### config.mk
export PLATFORM = sky130hd
export DESIGN_NAME = mux_ula_operand_pipe
export DESIGN_NICKNAME = d
export VERILOG_FILES = /design/src/rtl/mux_ula_operand_pipe.sv
export SDC_FILE = /design/constraint.sdc
export NUM_CORES = 1
export LEC_CHECK = 0
export ABC_AREA = 1
export BUFFER_PORTS_ARGS = -buffer_cell sky130_fd_sc_hd__buf_2
export CAP_MARGIN = 0
export CELL_PAD_IN_SITES_DETAIL_PLACEMENT = 2
export CELL_PAD_IN_SITES_GLOBAL_PLACEMENT = 2
export CORE_ASPECT_RATIO = 0.8
export CORE_MARGIN = 5
export CORE_UTILIZATION = 28
export DETAILED_ROUTE_END_ITERATION = 8
export GPL_TIMING_DRIVEN = 1
export PLACE_DENSITY = 0.91
export REMOVE_ABC_BUFFERS = 1
export SYNTH_ARGS = -nofsm -noshare
export SYNTH_HDL_FRONTEND = slang
export SYNTH_SLANG_ARGS = --single-unit
### constraint.sdc
create_clock -name clk -period 2.5 [get_ports clk]
set_input_delay 0 -clock clk [delete_from_list [all_inputs] [get_ports clk]]
set_output_delay 0 -clock clk [all_outputs]
set_load 0.01 [all_outputs]
### src/rtl/mux_ula_operand_pipe.sv
// Registered ALU operand-A selector with a 2-entry skid buffer and valid/ready handshake.
// Optional sticky out-of-range selector flag (sel_err) enabled by defining MUX_ULA_SEL_CHECK_EN.
module mux_ula_operand_pipe #(
  parameter int WIDTH = 32,
  parameter int N_SRC = 3,
  parameter int SEL_W = 2,
  parameter logic [WIDTH-1:0] CONST_VAL = {WIDTH{1'b0}}
) (
  input  logic                   clk,
  input  logic                   reset_n,
  input  logic [N_SRC*WIDTH-1:0] src_data,
  input  logic [SEL_W-1:0]       seletor,
  input  logic                   in_valid,
  output logic                   in_ready,
  output logic [WIDTH-1:0]       out_data,
  output logic [SEL_W-1:0]       out_sel,
  output logic                   out_valid,
  input  logic                   out_ready,
  input  logic                   flush
`ifdef MUX_ULA_SEL_CHECK_EN
  ,
  output logic                   sel_err
`endif
);

  localparam int N_TAB = 2**SEL_W;

  localparam logic [1:0] ST_EMPTY = 2'd0;
  localparam logic [1:0] ST_ONE   = 2'd1;
  localparam logic [1:0] ST_FULL  = 2'd2;

  logic [1:0]       state_r;
  logic [1:0]       state_nxt_s;
  logic             in_ready_r;
  logic             out_valid_r;
  logic [WIDTH-1:0] main_data_r;
  logic [SEL_W-1:0] main_sel_r;
  logic [WIDTH-1:0] skid_data_r;
  logic [SEL_W-1:0] skid_sel_r;
  logic             in_xfer_s;
  logic             out_xfer_s;
  logic             load_main_s;
  logic             load_skid_s;
  logic             skid_to_main_s;
  logic [WIDTH-1:0] sel_val_s;
  logic [WIDTH-1:0] src_tab_s [N_TAB];

  // Codes beyond the last real source map to CONST_VAL, so the table covers every selector value.
  for (genvar k = 0; k < N_TAB; k++) begin : g_tab
    if (k < N_SRC) begin : g_src
      assign src_tab_s[k] = src_data[k*WIDTH +: WIDTH];
    end else begin : g_const
      assign src_tab_s[k] = CONST_VAL;
    end
  end

  assign sel_val_s  = src_tab_s[seletor];
  assign in_xfer_s  = in_valid & in_ready_r;
  assign out_xfer_s = out_valid_r & out_ready;

  // Occupancy next-state and buffer load decisions; flush overrides everything.
  always_comb begin
    state_nxt_s    = state_r;
    load_main_s    = 1'b0;
    load_skid_s    = 1'b0;
    skid_to_main_s = 1'b0;
    if (flush) begin
      state_nxt_s = ST_EMPTY;
    end else begin
      case (state_r)
        ST_EMPTY: begin
          if (in_xfer_s) begin
            load_main_s = 1'b1;
            state_nxt_s = ST_ONE;
          end else begin
            state_nxt_s = ST_EMPTY;
          end
        end
        ST_ONE: begin
          if (in_xfer_s && out_xfer_s) begin
            load_main_s = 1'b1;
            state_nxt_s = ST_ONE;
          end else if (in_xfer_s) begin
            load_skid_s = 1'b1;
            state_nxt_s = ST_FULL;
          end else if (out_xfer_s) begin
            state_nxt_s = ST_EMPTY;
          end else begin
            state_nxt_s = ST_ONE;
          end
        end
        ST_FULL: begin
          if (out_xfer_s) begin
            skid_to_main_s = 1'b1;
            state_nxt_s    = ST_ONE;
          end else begin
            state_nxt_s = ST_FULL;
          end
        end
        default: begin
          state_nxt_s = ST_EMPTY;
        end
      endcase
    end
  end

  // Occupancy state with handshake flags registered alongside it.
  always_ff @(posedge clk or negedge reset_n) begin
    if (!reset_n) begin
      state_r     <= ST_EMPTY;
      in_ready_r  <= 1'b1;
      out_valid_r <= 1'b0;
    end else begin
      state_r     <= state_nxt_s;
      in_ready_r  <= (state_nxt_s != ST_FULL);
      out_valid_r <= (state_nxt_s != ST_EMPTY);
    end
  end

  // Main (output) and skid entry storage.
  always_ff @(posedge clk or negedge reset_n) begin
    if (!reset_n) begin
      main_data_r <= {WIDTH{1'b0}};
      main_sel_r  <= {SEL_W{1'b0}};
      skid_data_r <= {WIDTH{1'b0}};
      skid_sel_r  <= {SEL_W{1'b0}};
    end else begin
      if (load_main_s) begin
        main_data_r <= sel_val_s;
        main_sel_r  <= seletor;
      end else if (skid_to_main_s) begin
        main_data_r <= skid_data_r;
        main_sel_r  <= skid_sel_r;
      end else begin
        main_data_r <= main_data_r;
        main_sel_r  <= main_sel_r;
      end
      if (load_skid_s) begin
        skid_data_r <= sel_val_s;
        skid_sel_r  <= seletor;
      end else begin
        skid_data_r <= skid_data_r;
        skid_sel_r  <= skid_sel_r;
      end
    end
  end

  assign in_ready  = in_ready_r;
  assign out_valid = out_valid_r;
  assign out_data  = main_data_r;
  assign out_sel   = main_sel_r;

`ifdef MUX_ULA_SEL_CHECK_EN
  logic sel_err_r;
  logic sel_oor_s;

  assign sel_oor_s = (int'(seletor) >= N_SRC);

  // Sticky flag for accepted out-of-range selects; only reset_n clears it.
  always_ff @(posedge clk or negedge reset_n) begin
    if (!reset_n) begin
      sel_err_r <= 1'b0;
    end else begin
      sel_err_r <= sel_err_r | (in_xfer_s & ~flush & sel_oor_s);
    end
  end

  assign sel_err = sel_err_r;
`endif

endmodule

==> results by stage, run 1 <==
Critical path:
- The largest stage delay on the critical path is 0.76 ns.
- The slowest stage of the critical path belongs to the cell nand3_2.
- The kind of critical path is reg -> reg.
- STA puts the critical path data required time at between 2 and 3 ns.
- The most numerous cell on the critical path is nand2_1.
- Walking the worst path, the cells encountered are inv_1 > nor2_1 > nand3_2 > o21ai_1 > nand2_1 > nand2_1.
- Along the worst path, the maximum fanout reaches 41.
- On the critical path the largest part of the delay comes from simple AND/OR/NAND/NOR gates.
- The number of buffers and inverters on the critical path is 1.
- The kind of end point of the critical path is a flip-flop.
- The startpoint kind of the worst setup timing path is a flip-flop.
- The arrival time of data at the critical path endpoint is approximately 2.4 ns.
- The setup slack of the worst register-to-register path is 0.41 ns.

Clock tree:
- The count of clock tree sinks is 72.
- The number of hold-repair buffers added at the cts stage is 1.
- After clock tree synthesis, the repair step resized 0 gates.
- TritonCTS built the clock tree.
- After clock tree synthesis, the clock-pin slew on the worst setup and hold paths is ~0.06 ns.
- Clock tree synthesis inserted a total of 9 buffers.
- At the later pin of the worst-skew pair, clock insertion delay measures ~0.34 ns.
- The cell chosen for the clock root is clkbuf_16.
- The clock tree buffer depth is 2.
- The number of H-tree levels is 3.
- The number of buffers added for setup after CTS is 0.

Floorplanning:
- The floorplan step defined a die boundary enclosing 17200 µm².
- 139 I/O pins were placed.
- The initial standard-cell utilization of the core is around 29%.
- The standard cell core area is ~14000 µm².
- The floorplan step set the die height to 118 µm.
- The number of rows in the core area is 39.
- The floorplan step set the die width to 145 µm.

Placed design:
- The congestion estimate from routability-driven global placement came to 0.743.
- The pre-CTS setup slack is 0.363 ns.
- Detailed placement ended at an HPWL of 10900 µm.
- During placement, the flow inserted port buffers numbering 138.
- Summing all placed instances gives a cell area of roughly 4900 µm².
- Counting tap cells, the placed design contains a total of 898 instances.

Detailed routing:
- In the routed layout, each cell is associated on average with a via count of 4.80.
- The count of nets left with antenna violations once routing finished came out at 0.
- The number of remaining DRC errors is 0.
- In this run, the number of DRC markers left after iteration 0 of detailed routing was 142.
- The overall via count from detail_route is about 4400.
- The detailed-route wire length per cell is 16.8 µm.
- The iteration count of the initial detailed-routing pass is 4.
- The routed wire length is 15300 µm.

STA:
- The final critical-path required period is 2.09 ns.
- The number of max-slew violations in the final report is 0.
- The final hold violation count is 0.
- The clock tree skew after final layout is 0.00412 ns.
- The worst pin sits at a relative slew slack of 24.3%.
- The highest clock frequency the design can meet is 477 MHz.
- The setup TNS is 0 ns.
- The fraction of the cycle the final worst path needs is 83.8%.
- The pin slew with the least headroom to its limit is between 1 and 1.5 ns.
- After layout, the worst setup slack is roughly 0.4 ns.
- Setup repair after global routing left no endpoint under its margin.
- Hold timing on the final database bottoms out at a slack of 0.0340 ns.
- Setup violations remaining at the end of the flow were counted as 0.

Synthesis:
- The fraction of synthesized cell area taken by the top area cell type is between 40% and 50%.
- The synthesized area is roughly 4000 µm².
- The share of the yosys chip area belonging to registers is 44.0%.
- The commonest cells after synthesis are 242 x nand2_1, 71 x dfrtp_1, 70 x inv_1.
- Of all flip-flops after synthesis, the portion carrying an async set or reset was 100%.
- For this run, the leading register cell type out of synthesis is dfrtp_1.
- In this run, distinct cell masters in the synthesized netlist total 18.
- The number of warning messages in the yosys log is 0.
- The synthesized flop and latch total is slightly above 70.
- Sorting the synthesized cells by area gives the leading types as dfrtp_1 43%, nand2_1 22%, nand3_1 7.8%, inv_1 6.4%, o21ai_1 5.0%.
- The per-instance average area after synthesis is 6.75 µm².
- After technology mapping, the gate count stands at 607.
- The most instantiated library cell after synthesis is nand2_1.
- The number of enable-type register cells in the synthesized netlist is 0.
- The cell type with the largest total area after synthesis is dfrtp_1.

Power:
- The design draws 4.09 mW.
- The leakage power is 2.94 nW.
- The areal power density over the cells is 793 nW/µm².
- The peak supply drop is 0.342 mV.

Min path:
- The worst hold path belongs to the class in -> reg.

Layout:
- Cells fill between 30% and 40% of the core in the end.
- The finished cells cover 5160 µm².
- The antenna diode instance count is 0.
- The area overhead of the layout relative to synthesis is 25.9%.
- After the last flow step, the layout net total stands at 831.
- Counting the fill cells in the layout gives 1751.
- Cells with a size suffix above 1 make up 23.4% of the layout.
- The number of non-filler instances in the completed layout is 915.

Outcome:
- The run finished with clean final reports.

Global route:
- The first global-routing pass estimated 25300 µm of wire.
- The total overflow left after global routing is 0.
- The initial antenna violation count is 0.
- The via count of the first global-routing pass is 5037.
- Entering global routing, the biggest net connects 73 pins.
- Global routing used 18.0% of the available tracks across all layers.

Run:
- Max-cap violations in this run came to 0.
[final cells by class]
cell class / count / area (µm²) / share of cell area (%)
Multi-Input combinational cell: 424 / 1820 / 35.3
Sequential cell: 72 / 1800 / 35.0
Timing Repair Buffer: 144 / 753 / 14.6
Inverter: 75 / 282 / 5.46
Clock buffer: 12 / 246 / 4.78
Tap cell: 184 / 230 / 4.46
Clock inverter: 4 / 20.0 / 0.388
[cells by family after synthesis]
kind of cell               Yosys count  share of synthesized area [%]
AOI/OAI and AO/OA                   74                           9.32
adders and majority gates            2                          0.611
DFF                                 72                           44.0
buffers and inverters              111                           11.7
and+or+nand+nor                    348                           34.4
[layout by cell type, fill, tap and decap left out, types with 4 or more instances in the layout]
cell | netlist | routed
nand2_1 | 242 | 241
buf_2 | 16 | 137
dfrtp_1 | 71 | 71
inv_1 | 70 | 70
nand3_1 | 64 | 63
o21ai_1 | 41 | 41
nor2_1 | 37 | 37
a21oi_1 | 32 | 32
clkbuf_16 | 0 | 9
inv_2 | 5 | 5
buf_4 | 7 | 5
nand2_2 | 3 | 4
clkinv_2 | 0 | 4
[report_power, final]
part	internal (mW)	total, mW	switching [mW]
clock	0.692	1.18	0.492
sequential	1.53	1.75	0.215
combinational	0.456	1.16	0.701
[worst register-to-register path, delay by kind of cell (launching register included)]
kind                   cells  cell delay [ns]
AND/OR/NAND/NOR            4             1.11
buffers and inverters      1             0.10
AO/OA/AOI/OAI              1             0.45
flip-flops                 1             0.39
[layer usage]
layer	global-route usage [%]	share of wire (%)
met2	34.0	52
met4	5.01	1.6
met1	20.2	42
met5	0	0
met3	4.17	4.4
[final timing paths]
path | from | to | cells past startpoint
worst max-delay path | state_r[1]$_DFF_PN0_ | out_data[2]$_DFFE_PN0P_ | 6
worst min-delay path | flush | in_ready$_DFF_PN1_ | 4
worst max register to register | state_r[1]$_DFF_PN0_ | out_data[2]$_DFFE_PN0P_ | 6
worst min register to register | skid_data_r[10]$_DFFE_PN0P_ | skid_data_r[10]$_DFFE_PN0P_ | 2
max in group asynchronous | reset_n | out_data[13]$_DFFE_PN0P_ | 2
min in group asynchronous | reset_n | skid_data_r[20]$_DFFE_PN0P_ | 2
[flip-flops by register name, indices dropped and copies added, names as in the netlist]
register / cells
out_data: 32
skid_data_r: 32
out_sel: 2
skid_sel_r: 2
state_r: 2
in_ready: 1
out_valid: 1
Note: power is estimated with default switching activity, not from simulation.
==> run 2, diff against run 1 <==
CORE_UTILIZATION = 24   (was 28)
PLACE_DENSITY = 0.84   (was 0.91)
clock period = 1.8 ns   (was 2.5 ns; I/O delays follow)
==> results by stage, run 2 (synthesis results as in run 1) <==
Outcome:
- The flow ran to the end, and the final reports show no timing, DRC or antenna violations.

Power:
- The register share of total power is 41.3% (-1.4 points).
- The relative contribution of the clock network to total power is 30.3% (+1.3 points).
- The net switching power figure came to 1.95 mW (+39%).
- The peak supply drop came to 0.360 mV (+5.1%).
- The areal power density over the cells was 1080 nW/µm² (+36%).
- The sum of internal, switching and leakage power is 5.82 mW (+42%).
- The combinational group share of total power came to 28.4% (about the same).
- The leakage power is 3.02 nW (+2.5%).
- The total internal power is 3.87 mW (+44%).
- The proportion of total power due to net switching is 33.5% (-0.91 points).

Floorplanning:
- The standard cell core area was 16700 µm² (+17%).
- The die outline width was 156 µm (+7.5%).
- The chip height is 127 µm (+7.3%).
- The initial standard-cell utilization of the core is 24.6% (-4.1 points).
- The die footprint came to 19800 µm² (+15%).
- The number of rows in the core area is 42 (+7.7%).
- The top-level port count is 139 (unchanged).

Clock tree:
- The clock tree buffer depth came to 2 (unchanged).
- The insertion delay to the later sink of the worst-skew pair was 0.33 ns (about the same).
- The total CTS buffers is 9 (unchanged).
- The number of buffers added for setup after CTS is 0 (unchanged).
- The count of clock tree sinks was 72 (unchanged).
- The cell chosen for the clock root is clkbuf_16.
- The clock-pin slew of the registers on the worst-case setup and hold paths is 0.06 ns (about the same).
- The TritonCTS clock tree is done.
- The number of H-tree levels is 3 (unchanged).

Placed design:
- The area after detailed placement is 5090 µm² (+4.3%).
- The pre-CTS setup slack is 0.101 ns (-0.262 ns).
- The quantity of I/O buffers inserted on ports was 138 (unchanged).
- The last weighted congestion value of the routability-driven placer is 0.753 (+1.3%).
- The detailed placer's ending HPWL is 11100 µm (+2.1%).

Critical path:
- The maximum net fanout on the critical path was 18 (-56%).
- The arrival time of data at the critical path endpoint is 1.91 ns (-0.46 ns).
- STA classifies the critical path startpoint as a flip-flop.
- The worst setup path is of the reg -> reg kind.
- STA classifies the critical path endpoint as a flip-flop.
- The data required time of the critical path came to 2.03 ns (-0.75 ns).

Layout:
- The cell area after layout is 5390 µm² (+4.5%).
- The final standard cell utilization of the core is 32.3% (-3.7 points).
- The antenna diode instance count is 0 (unchanged).
- The most common cell after layout, fill and taps aside is nand2_1.
- The number of fillers in the final layout is 2049 (+17%).
- The fraction of layout instances using a drive strength above 1 was 24.4% (+1.0 points).
- In the layout the commonest cells are 241 x nand2_1, 137 x buf_2, 71 x dfrtp_1.
- The total number of nets in the final design came to 841 (+1.2%).
- Compared with the post-synthesis result, the final layout area differs by 31.6%.

Global route:
- The global routing usage summed across all routing layers is 15.7% (-2.3 points).
- The via count of the first global-routing pass came to 4808 (-4.5%).
- The first-pass GRT wire length is 24900 µm (-1.7%).
- The met2 global-route usage is 26.1% (-7.8 points).
- The routing usage on met1 was 20.3% (+0.057 points).
- The initial antenna violation count is 0 (unchanged).
- The largest net degree at the start of global routing is 43 (-41%).
- The remaining global-route overflow is 0 (unchanged).
- After global routing, the most crowded layer is met2.
- The fraction of met3 tracks used by global routing is 4.29% (+0.12 points).

STA:
- The highest clock frequency the design can meet came to 594 MHz (+24%).
- The pin slew with the least headroom to its limit is 0.739 ns (-0.395 ns).
- The final critical-path required period was 1.68 ns (-0.410 ns).
- The worst hold slack after final layout is 0.0501 ns (+0.0161 ns).
- The final count of negative-setup-slack endpoints was 0 (unchanged).
- The minimum setup slack in the final design is 0.115 ns (-0.290 ns).
- The final hold violation count came to 0 (unchanged).
- The headroom to the max-slew limit is 50.7% (+26 points).
- The clock tree skew after final layout is 0.00547 ns (+0.00135 ns).
- The fraction of the cycle the final worst path needs came to 93.6% (+9.8 points).
- Setup repair after global routing left no endpoint under its margin.
- The number of max-slew violations in the final report is 0 (unchanged).

Detailed routing:
- The detailed-route wire length per cell came to 15.7 µm (-6.6%).
- The antenna violation net count after detailed routing was 0 (unchanged).
- The number of remaining DRC errors is 0 (unchanged).
- The number of DRC violations after detailed-routing iteration 0 is 157 (+11%).
- The overall via count from detail_route is 4310 (-1.8%).
- The routed wire length is 15100 µm (-1.9%).
- The post-detailed-route via-to-cell ratio is 4.48 (-6.5%).
- The iteration count of the initial detailed-routing pass was 4 (unchanged).

Min path:
- The worst hold path class is in -> reg.

Run:
- The max-cap violation count was 0 (unchanged).
## run 2: changes by cell type in the layout (fill, tap and decap cells not counted)
cell / delta
buf_12: +7
buf_4: +3
bufinv_16: +1
clkbuf_8: -1
clkinv_2: -3
clkinvlp_4: +3
## run 2: final timing paths
check / start / end / slack (ns) / depth (start not counted)
max in group asynchronous: reset_n / skid_data_r[18]$_DFFE_PN0P_ / 1.01 / 3
worst max-delay path: in_ready$_DFF_PN1_ / out_data[12]$_DFFE_PN0P_ / 0.12 / 9
worst max register to register: in_ready$_DFF_PN1_ / out_data[12]$_DFFE_PN0P_ / 0.12 / 9
worst min register to register: skid_sel_r[1]$_DFFE_PN0P_ / skid_sel_r[1]$_DFFE_PN0P_ / 0.49 / 2
worst min-delay path: src_data[7] / skid_data_r[7]$_DFFE_PN0P_ / 0.05 / 5
min in group asynchronous: reset_n / skid_data_r[1]$_DFFE_PN0P_ / 0.22 / 2
## run 2: what timing repair did
item | in CTS | in global routing
gates resized for setup | 0 | 0
hold buffers | 1 | 0
hold endpoints to repair | 40 | 0
endpoints found under the setup margin | 0 | 1
## run 2: cell type report
type	instances	area (µm²)	share of cell area [%]
Inverter	75	282	5.23
Clock buffer	11	233	4.32
Timing Repair Buffer	154	916	17.0
Clock inverter	5	57.6	1.07
Tap cell	220	275	5.11
Multi-Input combinational cell	424	1820	33.8
Sequential cell	72	1800	33.5
## run 2: layer usage
metal	routed length [µm]	vias to the layer above
li1	-	2123
met1	6900	2089
met2	7120	90
met3	881	8
met4	144	0
met5	0	-
## run 2: worst max-delay path: stages, from the launching register on
cell and delay (ns):
dfstp_2 0.53, nand2_1 0.05, inv_1 0.10, ha_1 0.18, nand3_2 0.12, a21oi_4 0.21, buf_12 0.18, nand2_1 0.08
nand2_1 0.09, inv_1 0.04
## run 2: stage by stage
stage	TNS, ns	instances
after global routing	0	961
after CTS	0	961
final	0	961
after global placement	0	944
after detailed placement	0	944
after floorplan	-3.68	571
## run 2: power by group through the flow
stage	sequential (mW)	clock, mW	combinational [mW]
2_1_floorplan	2.49	0	0.795
3_3_place_gp	2.40	0	1.60
3_5_place_dp	2.43	0	1.69
4_1_cts	2.41	1.80	1.70
5_1_grt	2.46	1.88	1.90
6_report	2.40	1.76	1.65
==> run 3, diff against run 2 <==
CORE_MARGIN = 2   (was 5)
CORE_UTILIZATION = 28   (was 24)
PLACE_DENSITY = 0.91   (was 0.84)
clock period = 2.02 ns   (was 1.8 ns; I/O delays follow)
==> results by stage, run 3 (synthesis results as in run 1) <==
Detailed routing:
- The iteration count of the initial detailed-routing pass is 4 (unchanged).
- The highest metal layer used by the detailed router is met4.
- The routed wire length is 14300 µm (-4.8%).
- The number of remaining DRC errors was 0 (unchanged).
- The sum of routed wire segments on met1 was 6280 µm (-9.0%).
- The overall via count from detail_route is 4378 (+1.6%).
- The antenna violation net count after detailed routing is 0 (unchanged).
- The number of DRC violations after detailed-routing iteration 0 was 117 (-25%).
- The amount of wire on met2 after detailed routing was 7350 µm (+3.2%).
- The detailed-route wire length per cell is 15.6 µm (-0.70%).
- The total met3 wirelength after detailed routing is 515 µm (-42%).
- The post-detailed-route via-to-cell ratio was 4.75 (+6.0%).

Clock tree:
- In this run the clock root is driven by a clkbuf_16.
- TritonCTS built the clock tree.
- The count of clock tree sinks is 72 (unchanged).
- The total CTS buffers came to 9 (unchanged).
- The number of buffers added for setup after CTS is 0 (unchanged).
- The number of H-tree levels is 3 (unchanged).
- The clock-pin slew of the registers on the worst-case setup and hold paths is 0.06 ns (about the same).
- The insertion delay to the later sink of the worst-skew pair came to 0.33 ns (about the same).
- The number of hold-repair buffers added at the cts stage is 1 (unchanged).
- The number of gates resized after cts came to 0 (unchanged).
- The clock tree buffer depth is 2 (unchanged).

Layout:
- The most common cell after layout, fill and taps aside is nand2_1.
- The area overhead of the layout relative to synthesis is 27.2%.
- The cell area after layout came to 5210 µm² (-3.3%).
- The fraction of layout instances using a drive strength above 1 is 23.7% (-0.68 points).
- The total number of nets in the final design is 837 (-0.48%).
- In the layout the commonest cells are 241 x nand2_1, 137 x buf_2, 71 x dfrtp_1.
- The antenna diode instance count was 0 (unchanged).
- The number of non-filler instances in the completed layout is 921 (-4.2%).

Placed design:
- The cell count after placement is 904 (-4.2%).
- The last weighted congestion value of the routability-driven placer is 0.725 (-3.7%).
- The detailed placer's ending HPWL is 10400 µm (-6.7%).
- The pre-CTS setup slack is 0.288 ns (+0.187 ns).
- The area after detailed placement is 4920 µm² (-3.2%).
- The quantity of I/O buffers inserted on ports is 138 (unchanged).

Floorplanning:
- The number of rows in the core area is 39 (-7.1%).
- The die outline width is 139 µm (-11%).
- The top-level port count is 139 (unchanged).
- The initial standard-cell utilization of the core is 28.6% (+4.1 points).
- The die footprint is 15600 µm² (-21%).
- The standard cell core area is 14300 µm² (-14%).
- The chip height is 112 µm (-12%).

Global route:
- The initial antenna violation count is 0 (unchanged).
- The via count of the first global-routing pass is 5075 (+5.6%).
- The first-pass GRT wire length is 24700 µm (-0.69%).
- The remaining global-route overflow is 0 (unchanged).
- The global routing usage summed across all routing layers is 19.3% (+3.7 points).
- The largest net degree at the start of global routing is 73 (+70%).

STA:
- The worst hold slack after final layout is 0.0514 ns (+0.00133 ns).
- The fraction of the cycle the final worst path needs is 85.3% (-8.3 points).
- The headroom to the max-slew limit came to 36.1% (-15 points).
- The number of max-slew violations in the final report was 0 (unchanged).
- Setup repair after global routing left no endpoint under its margin.
- The final critical-path required period is 1.72 ns (+0.0374 ns).
- The clock tree skew after final layout was 0.00565 ns (+0.000188 ns).
- The setup TNS is 0 ns (unchanged).
- The final hold violation count is 0 (unchanged).
- The highest clock frequency the design can meet is 581 MHz (-2.2%).
- The pin slew with the least headroom to its limit is 0.959 ns (+0.220 ns).
- The final count of negative-setup-slack endpoints is 0 (unchanged).
- The minimum setup slack in the final design is 0.298 ns (+0.183 ns).

Critical path:
- The slowest stage cell on the critical path is dfstp_2.
- The worst setup path is launched from a flip-flop.
- The maximum net fanout on the critical path came to 34 (+16).
- The largest stage delay on the critical path was 0.52 ns (about the same).
- The arrival time of data at the critical path endpoint was 1.94 ns (+0.03 ns).
- Walking the worst path, the cells encountered are nand2_1 > inv_1 > ha_1 > nand3_2 > a21oi_4 > buf_12 > nand2_1 > nand2_1 > inv_1.
- Counting stages on the worst path, the most repeated cell is nand2_1.
- The kind of critical path is reg -> reg.
- STA classifies the critical path endpoint as a flip-flop.
- The data required time of the critical path is 2.24 ns (+0.21 ns).

Power:
- The areal power density over the cells is 969 nW/µm² (-10%).
- The leakage power was 2.96 nW (-1.7%).
- The peak supply drop is 0.379 mV (+5.3%).

Outcome:
- The run finished with clean final reports.

Min path:
- The tightest min-delay check is of the in -> reg type.

Run:
- The max-cap violation count came to 0 (unchanged).
run 3: final cells by class:
type / count / area (µm²)
fill: 1763 / 9090
multi-input combinational: 424 / 1820
sequential: 72 / 1800
timing repair buffer: 150 / 798
inverter: 75 / 282
clock buffer: 15 / 268
tap: 184 / 230
clock inverter: 1 / 5.00
run 3: critical path: cells and delay by family (launching register included):
kind | cells | cell delay (ns)
flops | 1 | 0.52
compound gates | 1 | 0.19
simple gates | 4 | 0.35
fa+ha+maj | 1 | 0.17
buf+inv | 3 | 0.38
run 3: where the power goes:
part / internal [mW] / switching, mW
combinational: 0.571 / 0.845
clock: 0.899 / 0.574
sequential: 1.89 / 0.263
total: 3.36 / 1.68
run 3: worst paths after layout:
kind / from / to / slack, ns / cells past startpoint
max: in_ready$_DFF_PN1_ / out_data[5]$_DFFE_PN0P_ / 0.30 / 9
min: src_data[4] / skid_data_r[4]$_DFFE_PN0P_ / 0.05 / 5
min reg2reg: skid_data_r[22]$_DFFE_PN0P_ / skid_data_r[22]$_DFFE_PN0P_ / 0.49 / 2
max reg2reg: in_ready$_DFF_PN1_ / out_data[5]$_DFFE_PN0P_ / 0.30 / 9
min in group asynchronous: reset_n / skid_data_r[2]$_DFFE_PN0P_ / 0.37 / 2
max in group asynchronous: reset_n / skid_data_r[25]$_DFFE_PN0P_ / 1.03 / 2
run 3: metal layers:
metal | vias to the layer above | global-route usage (%)
li1 | 2121 | -
met1 | 2152 | 23.4
met2 | 93 | 35.4
met3 | 12 | 3.58
met4 | 0 | 5.32
met5 | - | 0
run 3: through the flow:
step	power [mW]	util [%]
global placement	3.47	34.4
finish	5.05	36.4
floorplan	2.93	-
detailed placement	3.64	34.4
global route	5.44	36.4
CTS	5.15	36.4
